--- src/rtl/systolic_out_collector_if.sv ---
// Serialized result stream from the output collector.
// Master drives m_data/m_col/m_valid/m_last; slave drives m_ready.
interface systolic_out_collector_if #(
  parameter int width = 16
);
  logic [width-1:0] m_data;
  logic [5:0]       m_col;
  logic             m_valid;
  logic             m_ready;
  logic             m_last;

  modport master (
    output m_data, m_col, m_valid, m_last,
    input  m_ready
  );

  modport slave (
    input  m_data, m_col, m_valid, m_last,
    output m_ready
  );
endinterface

--- src/rtl/systolic_out_collector.sv ---
// Gathers column-staggered systolic results into a vector and streams it out.
// Ports: clk, nrst (sync active-low), num_filter, out_en[col], systolic_out[col],
//   conv_finish, m (stream master), done (pulse), err (sticky).
// Optional macro COLLECTOR_RELU_EN clamps negative results to 0 on output.
module systolic_out_collector #(
  parameter int width = 16,
  parameter int col   = 32
) (
  input  logic             clk,
  input  logic             nrst,
  input  logic [5:0]       num_filter,
  input  logic             out_en       [col],
  input  logic [width-1:0] systolic_out [col],
  input  logic             conv_finish,
  systolic_out_collector_if.master m,
  output logic             done,
  output logic             err
);

  localparam int CW = (col > 1) ? $clog2(col) : 1;
  localparam logic [5:0] COL6 = 6'(col);

  typedef enum logic {S_IDLE, S_SEND} state_t;

  state_t state_q, state_d;

  logic [width-1:0] hold_q [col];
  logic [width-1:0] hold_d [col];
  logic [width-1:0] obuf_q [col];
  logic [width-1:0] obuf_d [col];
  logic [col-1:0]   hv_q, hv_d;
  logic [col-1:0]   act;
  logic             obuf_full_q, obuf_full_d;
  logic             finish_pend_q, finish_pend_d;
  logic             err_q, err_d;
  logic             done_q, done_d;
  logic [5:0]       idx_q, idx_d;
  logic [width-1:0] m_data_q, m_data_d;
  logic             m_last_q, m_last_d;

  logic [5:0] n;
  logic [5:0] nxt;
  logic       all_hv;
  logic       last_hs;
  logic       xfer;

  function automatic logic [width-1:0] f(input logic [width-1:0] x);
`ifdef COLLECTOR_RELU_EN
    return x[width-1] ? '0 : x;
`else
    return x;
`endif
  endfunction

  assign n = (num_filter > COL6) ? COL6 : num_filter;

  always_comb begin
    act = '0;
    for (int c = 0; c < col; c++) begin
      act[c] = (6'(c) < n);
    end
  end

  assign all_hv  = (n != 6'd0) && ((hv_q & act) == act);
  assign last_hs = (state_q == S_SEND) && m.m_ready && m_last_q;
  // obuf freed by the final beat can be refilled at the same edge
  assign xfer    = all_hv && (!obuf_full_q || last_hs);

  always_comb begin
    hold_d      = hold_q;
    obuf_d      = obuf_q;
    hv_d        = hv_q;
    obuf_full_d = obuf_full_q;
    err_d       = err_q;
    if (xfer) begin
      obuf_d      = hold_q;
      hv_d        = '0;
      obuf_full_d = 1'b1;
    end else if (last_hs) begin
      obuf_full_d = 1'b0;
    end
    for (int c = 0; c < col; c++) begin
      if (act[c] && out_en[c]) begin
        if (!hv_d[c]) begin
          hold_d[c] = systolic_out[c];
          hv_d[c]   = 1'b1;
        end else begin
          err_d = 1'b1;
        end
      end
    end
    // judged after this cycle's captures so a completing strobe survives
    if (conv_finish && (|(hv_d & act)) && ((hv_d & act) != act)) begin
      hv_d  = '0;
      err_d = 1'b1;
    end
  end

  always_comb begin
    done_d = finish_pend_q && !(|hv_q) && !obuf_full_q
             && (state_q == S_IDLE);
    finish_pend_d = conv_finish || (finish_pend_q && !done_d);
  end

  always_comb begin
    state_d = state_q;
    unique case (state_q)
      S_IDLE: if (obuf_full_q) state_d = S_SEND;
      S_SEND: if (m.m_ready && m_last_q) state_d = S_IDLE;
    endcase
  end

  assign nxt = idx_q + 6'd1;

  always_comb begin
    idx_d    = idx_q;
    m_data_d = m_data_q;
    m_last_d = m_last_q;
    unique case (state_q)
      S_IDLE: begin
        idx_d    = '0;
        m_data_d = '0;
        m_last_d = 1'b0;
        if (obuf_full_q) begin
          m_data_d = f(obuf_q[0]);
          m_last_d = (n == 6'd1);
        end
      end
      S_SEND: begin
        if (m.m_ready) begin
          if (m_last_q) begin
            idx_d    = '0;
            m_data_d = '0;
            m_last_d = 1'b0;
          end else begin
            idx_d    = nxt;
            m_data_d = f(obuf_q[nxt[CW-1:0]]);
            m_last_d = (nxt == n - 6'd1);
          end
        end
      end
    endcase
  end

  always_ff @(posedge clk) begin
    if (!nrst) begin
      state_q       <= S_IDLE;
      hold_q        <= '{default: '0};
      obuf_q        <= '{default: '0};
      hv_q          <= '0;
      obuf_full_q   <= 1'b0;
      finish_pend_q <= 1'b0;
      err_q         <= 1'b0;
      done_q        <= 1'b0;
      idx_q         <= '0;
      m_data_q      <= '0;
      m_last_q      <= 1'b0;
    end else begin
      state_q       <= state_d;
      hold_q        <= hold_d;
      obuf_q        <= obuf_d;
      hv_q          <= hv_d;
      obuf_full_q   <= obuf_full_d;
      finish_pend_q <= finish_pend_d;
      err_q         <= err_d;
      done_q        <= done_d;
      idx_q         <= idx_d;
      m_data_q      <= m_data_d;
      m_last_q      <= m_last_d;
    end
  end

  assign m.m_valid = (state_q == S_SEND);
  assign m.m_data  = m_data_q;
  assign m.m_col   = idx_q;
  assign m.m_last  = m_last_q;
  assign done      = done_q;
  assign err       = err_q;

endmodule
--- src/flat_wrapper.sv ---
// flat-port wrapper written by rule: the top's interface ports become plain ports
module systolic_out_collector_flat 
#(
  parameter int width = 16,
  parameter int col   = 32
)
  (clk, nrst, num_filter, out_en, systolic_out, conv_finish, done, err, m_m_data, m_m_col, m_m_valid, m_m_last, m_m_ready);
  systolic_out_collector_if #(.width(width)) m_i ();
  input  logic clk;
  input  logic nrst;
  input  logic [5:0] num_filter;
  input  logic out_en[col];
  input  logic [width-1:0] systolic_out[col];
  input  logic conv_finish;
  output logic done;
  output logic err;
  output wire logic [$bits(m_i.m_data)-1:0] m_m_data;
  output wire logic [$bits(m_i.m_col)-1:0] m_m_col;
  output wire logic [$bits(m_i.m_valid)-1:0] m_m_valid;
  output wire logic [$bits(m_i.m_last)-1:0] m_m_last;
  input wire logic [$bits(m_i.m_ready)-1:0] m_m_ready;
  assign m_m_data = m_i.m_data;
  assign m_m_col = m_i.m_col;
  assign m_m_valid = m_i.m_valid;
  assign m_m_last = m_i.m_last;
  assign m_i.m_ready = m_m_ready;
  systolic_out_collector #(.width(width), .col(col)) u_core (.clk(clk), .nrst(nrst), .num_filter(num_filter), .out_en(out_en), .systolic_out(systolic_out), .conv_finish(conv_finish), .m(m_i), .done(done), .err(err));
endmodule
--- config.mk ---
export PLATFORM = sky130hd
export DESIGN_NAME = systolic_out_collector_flat
export DESIGN_NICKNAME = d
export VERILOG_FILES = /design/src/rtl/systolic_out_collector_if.sv /design/src/rtl/systolic_out_collector.sv /design/src/flat_wrapper.sv
export SDC_FILE = /design/constraint.sdc
export NUM_CORES = 2
export LEC_CHECK = 0
export ABC_AREA = 1
export CORE_ASPECT_RATIO = 1.5
export CORE_MARGIN = 2
export CORE_UTILIZATION = 50
export CTS_BUF_LIST = sky130_fd_sc_hd__clkbuf_4 sky130_fd_sc_hd__clkbuf_8
export CTS_CLUSTER_DIAMETER = 60
export DETAILED_ROUTE_END_ITERATION = 10
export PLACE_DENSITY_LB_ADDON = 0.05
export SLEW_MARGIN = 20
export SYNTH_ARGS = -nofsm -noshare
export SYNTH_HDL_FRONTEND = slang
export SYNTH_SLANG_ARGS = --single-unit
--- constraint.sdc ---
create_clock -name clk -period 3.5 [get_ports clk]
set_input_delay 0.35 -clock clk [delete_from_list [all_inputs] [get_ports clk]]
set_output_delay 0.35 -clock clk [all_outputs]
set_load 0.02 [all_outputs]
# Yosys cells after proc, flatten, opt, wreduce, memory -nomap -nowiden
# Cells that the tools add are included.
# op_classes
add_sub_neg,2
n_eq_ne,5
reduce_logical,85
n_mux,118
magnitude_cmp,34
n_bitwise,37
# ops
op,count
1-bit two-way mux,104
5-bit by 6-bit less-than comparator with 1-bit output (first input constant),16
16-bit binary-select mux with 5-bit select,1
16-bit two-way mux,5
32-bit AND,2
2-bit AND reduction,32
32-bit OR reduction,2
4-bit by 6-bit less-than comparator with 1-bit output (first input constant),8
1-bit logical AND,43
1-bit NOT,34
32-bit == test,1
32-bit two-way mux,1
32-bit != test,1
16-bit one-hot mux with 2 select lines,1
3-bit by 6-bit less-than comparator with 1-bit output (first input constant),4
6-bit two-way mux,3
1-bit by 6-bit less-than comparator with 1-bit output (first input constant),2
2-bit by 6-bit less-than comparator with 1-bit output (first input constant),2
6-bit one-hot mux with 2 select lines,1
6-bit by 1-bit adder with 6-bit output (second input constant),1
6-bit by 1-bit == test with 1-bit output (second input constant),1
6-bit == test,1
6-bit >= comparator (second input constant),1
6-bit greater-than comparator (second input constant),1
other kinds (9),13
# totals
word_cells,354
inputBits,554
reg_bits,1084

# Depth between registers and ports, before layout
# logic_depth
word_depth,73
depth_mapped,29
mapped_depth_nobuf,25

# Worst setup path after synthesis
# OpenSTA, ideal clock, no wires.
# synth_path
path_type,in2reg
from,input num_filter[5]
to,register u_core.hold_q[245] in the netlist's numbering
arrival_ns,2.942
required_time_ns,3.384
path_stages,23
setup_slack_ns,0.442
setup_ns,0.116
cell_sequence,buf_2 > nand2_1 > nand2_1 > ha_1 > clkbuf_1 > o211ai_1 > nand2_1 > inv_2 > nand2_1 > nand2_1 > inv_1 > nand2_1 > nor3_1 > nand2_1 > buf_6 > buf_6 > nand2_1 > inv_1 > nor2_1 > inv_1 > clkbuf_1 > nor2_1 > nor2_1
# synth_via
elab_chain_cells,10
elab_cells_between_ends,43
cone_classes,33 x order compare; 1 x eq/ne; 2 x mux; 2 x bitwise; 5 x reduce/logical
# synth_rtl
item,line,text
from (decl),flat_wrapper.sv:11,input logic [5:0] num_filter;
6-bit greater-than comparator,systolic_out_collector.sv:55,assign n = (num_filter > COL6) ? COL6 : num_filter;
6-bit two-way mux *,systolic_out_collector.sv:55,
"1-bit by 6-bit less-than comparator with 1-bit output, or another cell as far along",systolic_out_collector.sv:60,act[c] = (6'(c) < n);
32-bit AND,systolic_out_collector.sv:64,assign all_hv = (n != 6'd0) && ((hv_q & act) == act);
32-bit == test,systolic_out_collector.sv:64,
1-bit logical AND,systolic_out_collector.sv:64,
1-bit logical AND,systolic_out_collector.sv:67,assign xfer = all_hv && (!obuf_full_q || last_hs);
32-bit two-way mux,systolic_out_collector.sv:75,if (xfer) begin
1-bit NOT (no line),--,
2-bit AND reduction (no line) *,--,
to (signal assigned),systolic_out_collector.sv:160,hold_q <= hold_d;
to (decl),systolic_out_collector.sv:27,logic [width-1:0] hold_q [col];
# Mark *: on every way between the ends. The rest lies on a longest branch, timed or not.
# A chain may end at the register's enable or synchronous reset.

# Worst setup path after layout
# layout_path
from,input num_filter[0]
to,register u_core.hold_q[213] in the netlist's numbering
# The elaborated chain is that of the path after synthesis.

==> flow_summary.ini <==
[finish]
stdcell_count = 8164
fillers = 7717
seq_area_um2 = 21700
final_core_util_pct = 66.9
multi_input_area_um2 = 19400
nets = 7438
area_delta_synth_final_pct = 32.7
drive_gt1_share_pct = 9.84

[clock_network]
clock_sinks = 1084
clock_path_buffers = 3
numCtsBuffers = 162
cts.reportedPaths.clkPinSlew_ps = 60
cts_tree = yes
cts_setup_buffers = 0
clk_latency_ps = 890
root_buffer = clkbuf_8
htreeDepth = 4

[route]
dr_total_vias = 43511
ant_nets = 0
first_pass_iters = 6
viasPerCell = 5.33
wl_per_cell_um = 19.2
drc = 0
totalWireLength_mm = 157
drt-initial-drc-count = 3265

[timing]
report.final.slew_viol_count = 0
finalHoldViolations = 0
max_freq_mhz = 305
finalSetupViolCount = 0
layout_min_cycle_time_ps = 3280
worstMarginPinSlew_ps = 1200
timing.final.crit_share_pct = 93.6
relSlewSlack_pct = 19.4
setup_slack_ps = 225
setup_tns_ps = 0
finClkSkew_ps = 59.8

[die]
design.die.area_um2 = 89500
die_h_um = 365
rows = 132
design.core.area_um2 = 86400
die_w_um = 245
start_util_pct = 50.4
ios = 580

[synth]
synth_edf_count = 0
synth_nets = 6601
syn_area_per_cell_um2 = 7.21
ys_ff_latch = 1084
yosysUniqueCellTypes = 39
postSynthCellCount = 6043
yosysSeqAreaShare_pct = 49.8
async_flop_share_pct = 0
ys.flop_type = dfxtp_1
yosysWarnings = 0
netlist_area_um2 = 43500

[place]
place_congestion = 0.954
portBuffers = 579
pre_cts_ws_ps = -670
dpl.hpwl_mm = 112
dp.cells = 7705

[setup_path]
crit_path_end_kind = flop
worstPathArrival_ps = 3990
crit_type = input port to flop
startpoint_type = input port
crit_path_max_fanout = 16
cp_data_required_time_ps = 4220

[global_routing]
antenna_found_initial = 11
first_global_vias = 41379
grt_max_degree = 148
grt.total_usage_pct = 34.1
grt-ovfl-total = 0
grt_first_pass_wirelength_mm = 235

[job]
maxCapViolations = 0

[pwr]
intPower_uw = 20600
switchingPower_uw = 6760
p_comb_share_pct = 10.1
swShare_pct = 24.7
pwr-share-seq_pct = 48.0
p_clk_share_pct = 41.9
p_leak_uw = 0.0235
power.density_nw_per_um2 = 473
peakVddDrop_mv = 0.388

[status]
status = finished clean

[min_path]
hold_path.class = input port to flop
[critical path, stage by stage]
cell             delay (ps)
clkdlybuf4s50_1         510
nor4_2                   60
nand2_1                  60
nand2_1                  70
nand2_2                 130
inv_1                    80
ha_1                    220
buf_4                   150
o21ai_1                 290
nor2_1                  110
nor2_1                  120
nand4_1                 150
nor2_2                  220
nand2_8                 140
buf_4                   180
nand2_1                  70
buf_4                   110
inv_1                    40
nor2_1                  130
buf_4                   130
inv_1                   190
nor2_1                  370
nor2_1                   90
[synth_stat cells, drive strengths merged, types with 5 or more instances]
cell	number	area share, %
a21oi	138	1.6
a32oi	32	0.64
buf	41	0.50
clkbuf	368	3.2
dfxtp	1084	50
inv	243	2.1
mux2i	60	1.4
nand2	357	3.1
nand3	144	1.7
nand4	10	0.14
nor2	2217	19
nor4	7	0.10
o211ai	55	0.95
o21ai	1176	14
o221ai	64	1.3
o22ai	7	0.10
o32ai	12	0.24
xor2	5	0.10
[power groups by stage]
stage | combinational (µW) | clock (µW) | sequential, µW
after detailed placement | 2580 | 0 | 13400
final | 2750 | 11500 | 13100
after floorplan | 1160 | 0 | 13300
after CTS | 2740 | 11600 | 13100
after global placement | 2570 | 0 | 13400
after global routing | 3030 | 12100 | 13200
[layout by cell type, fill, tap and decap left out, types with 4 or more instances in the layout]
cell             netlist  final
o221ai_1              64     64
a21oi_1              138    138
o32ai_1               12     12
nand3_1              144    144
nor2_1              2214   2212
nand2_2               12     13
bufinv_16              0      6
clkdlybuf4s50_1        0    578
inv_1                236    234
nand2_1              345    343
o211ai_1              55     55
nor2_2                 2      4
nand4_1               10     10
nor4_1                 7      6
clkbuf_4               0     38
dlygate4sd3_1          0    149
a32oi_1               32     32
buf_4                  1    300
clkinv_2               0     28
buf_12                 0     53
clkinvlp_4             0      4
o21ai_1                7      7
mux2i_1               60     60
dfxtp_1             1084   1083
o22ai_1                7      7
inv_2                  7      8
clkbuf_8               0    215
o21ai_0             1168   1168
diode_2                0     13
[timing repair]
action	CTS	global route
hold endpoints to repair	230	0
resized for setup	0	5
setup endpoints to repair	0	176
hold buffers	149	0
[worst paths after layout]
kind | to | start | slack [ps] | depth (start not counted)
worst max-delay path | u_core.hold_q[213] | num_filter[0] | 220 | 23
worst max register to register | u_core.m.m_data[12] | u_core.m.m_col[1] | 420 | 8
worst min-delay path | u_core.hold_q[336] | systolic_out[336] | 70 | 3
worst min register to register | u_core.obuf_q[381] | u_core.obuf_q[381] | 450 | 2
[layer usage]
metal  vias up  GRT usage [%]  routed length (µm)
met5         -              0                  42
met4         6           18.1                8320
met3       324           6.61               10800
met2      1484           57.5               74700
met1     20262           41.2               63000
li1      21435              -                   -
[cells by family (layout without fill, tap and decap cells)]
kind of cell	Yosys count	after routing	share of synthesized area [%]
xor gates and xnor gates	6	6	0.121
adders and majority gates	4	4	0.115
AOI/OAI and AO/OA	1493	1493	18.5
and+or+nand+nor	2740	2740	24.3
muxes	60	60	1.38
buffers and inverters	656	1625	5.80
other	0	13	0
DFF	1084	1084	49.8
[sequential cells by signal (all words and copies together) (netlist names)]
signal	flops
u_core.m.m_valid	1
u_core.err	1
u_core.hold_q	512
u_core.m.m_last	1
u_core.hv_q	32
u_core.m.m_data	16
u_core.m.m_col	6
u_core.finish_pend_q	1
u_core.obuf_q	512
u_core.obuf_full_q	1
u_core.done	1
[final cells by class]
cell class                      count  area share [%]
Tap cell                         1139            2.47
Clock buffer                      253            5.62
Inverter                          247            1.63
Timing Repair Buffer             1082            18.4
Clock inverter                     43           0.700
Antenna cell                       13          0.0563
Sequential cell                  1084            37.6
Multi-Input combinational cell   4303            33.6
[metrics by stage]
step / total power, µW / hold WS [ps] / instance area, µm²
2_1_floorplan: 14400 / 429 / 43500
3_3_place_gp: 15900 / 437 / 52600
3_5_place_dp: 15900 / 444 / 52600
4_1_cts: 27400 / 0.164 / 57700
5_1_grt: 28300 / 49.1 / 57800
6_report: 27300 / 70.4 / 57800
(Power assumes the default switching activity.)
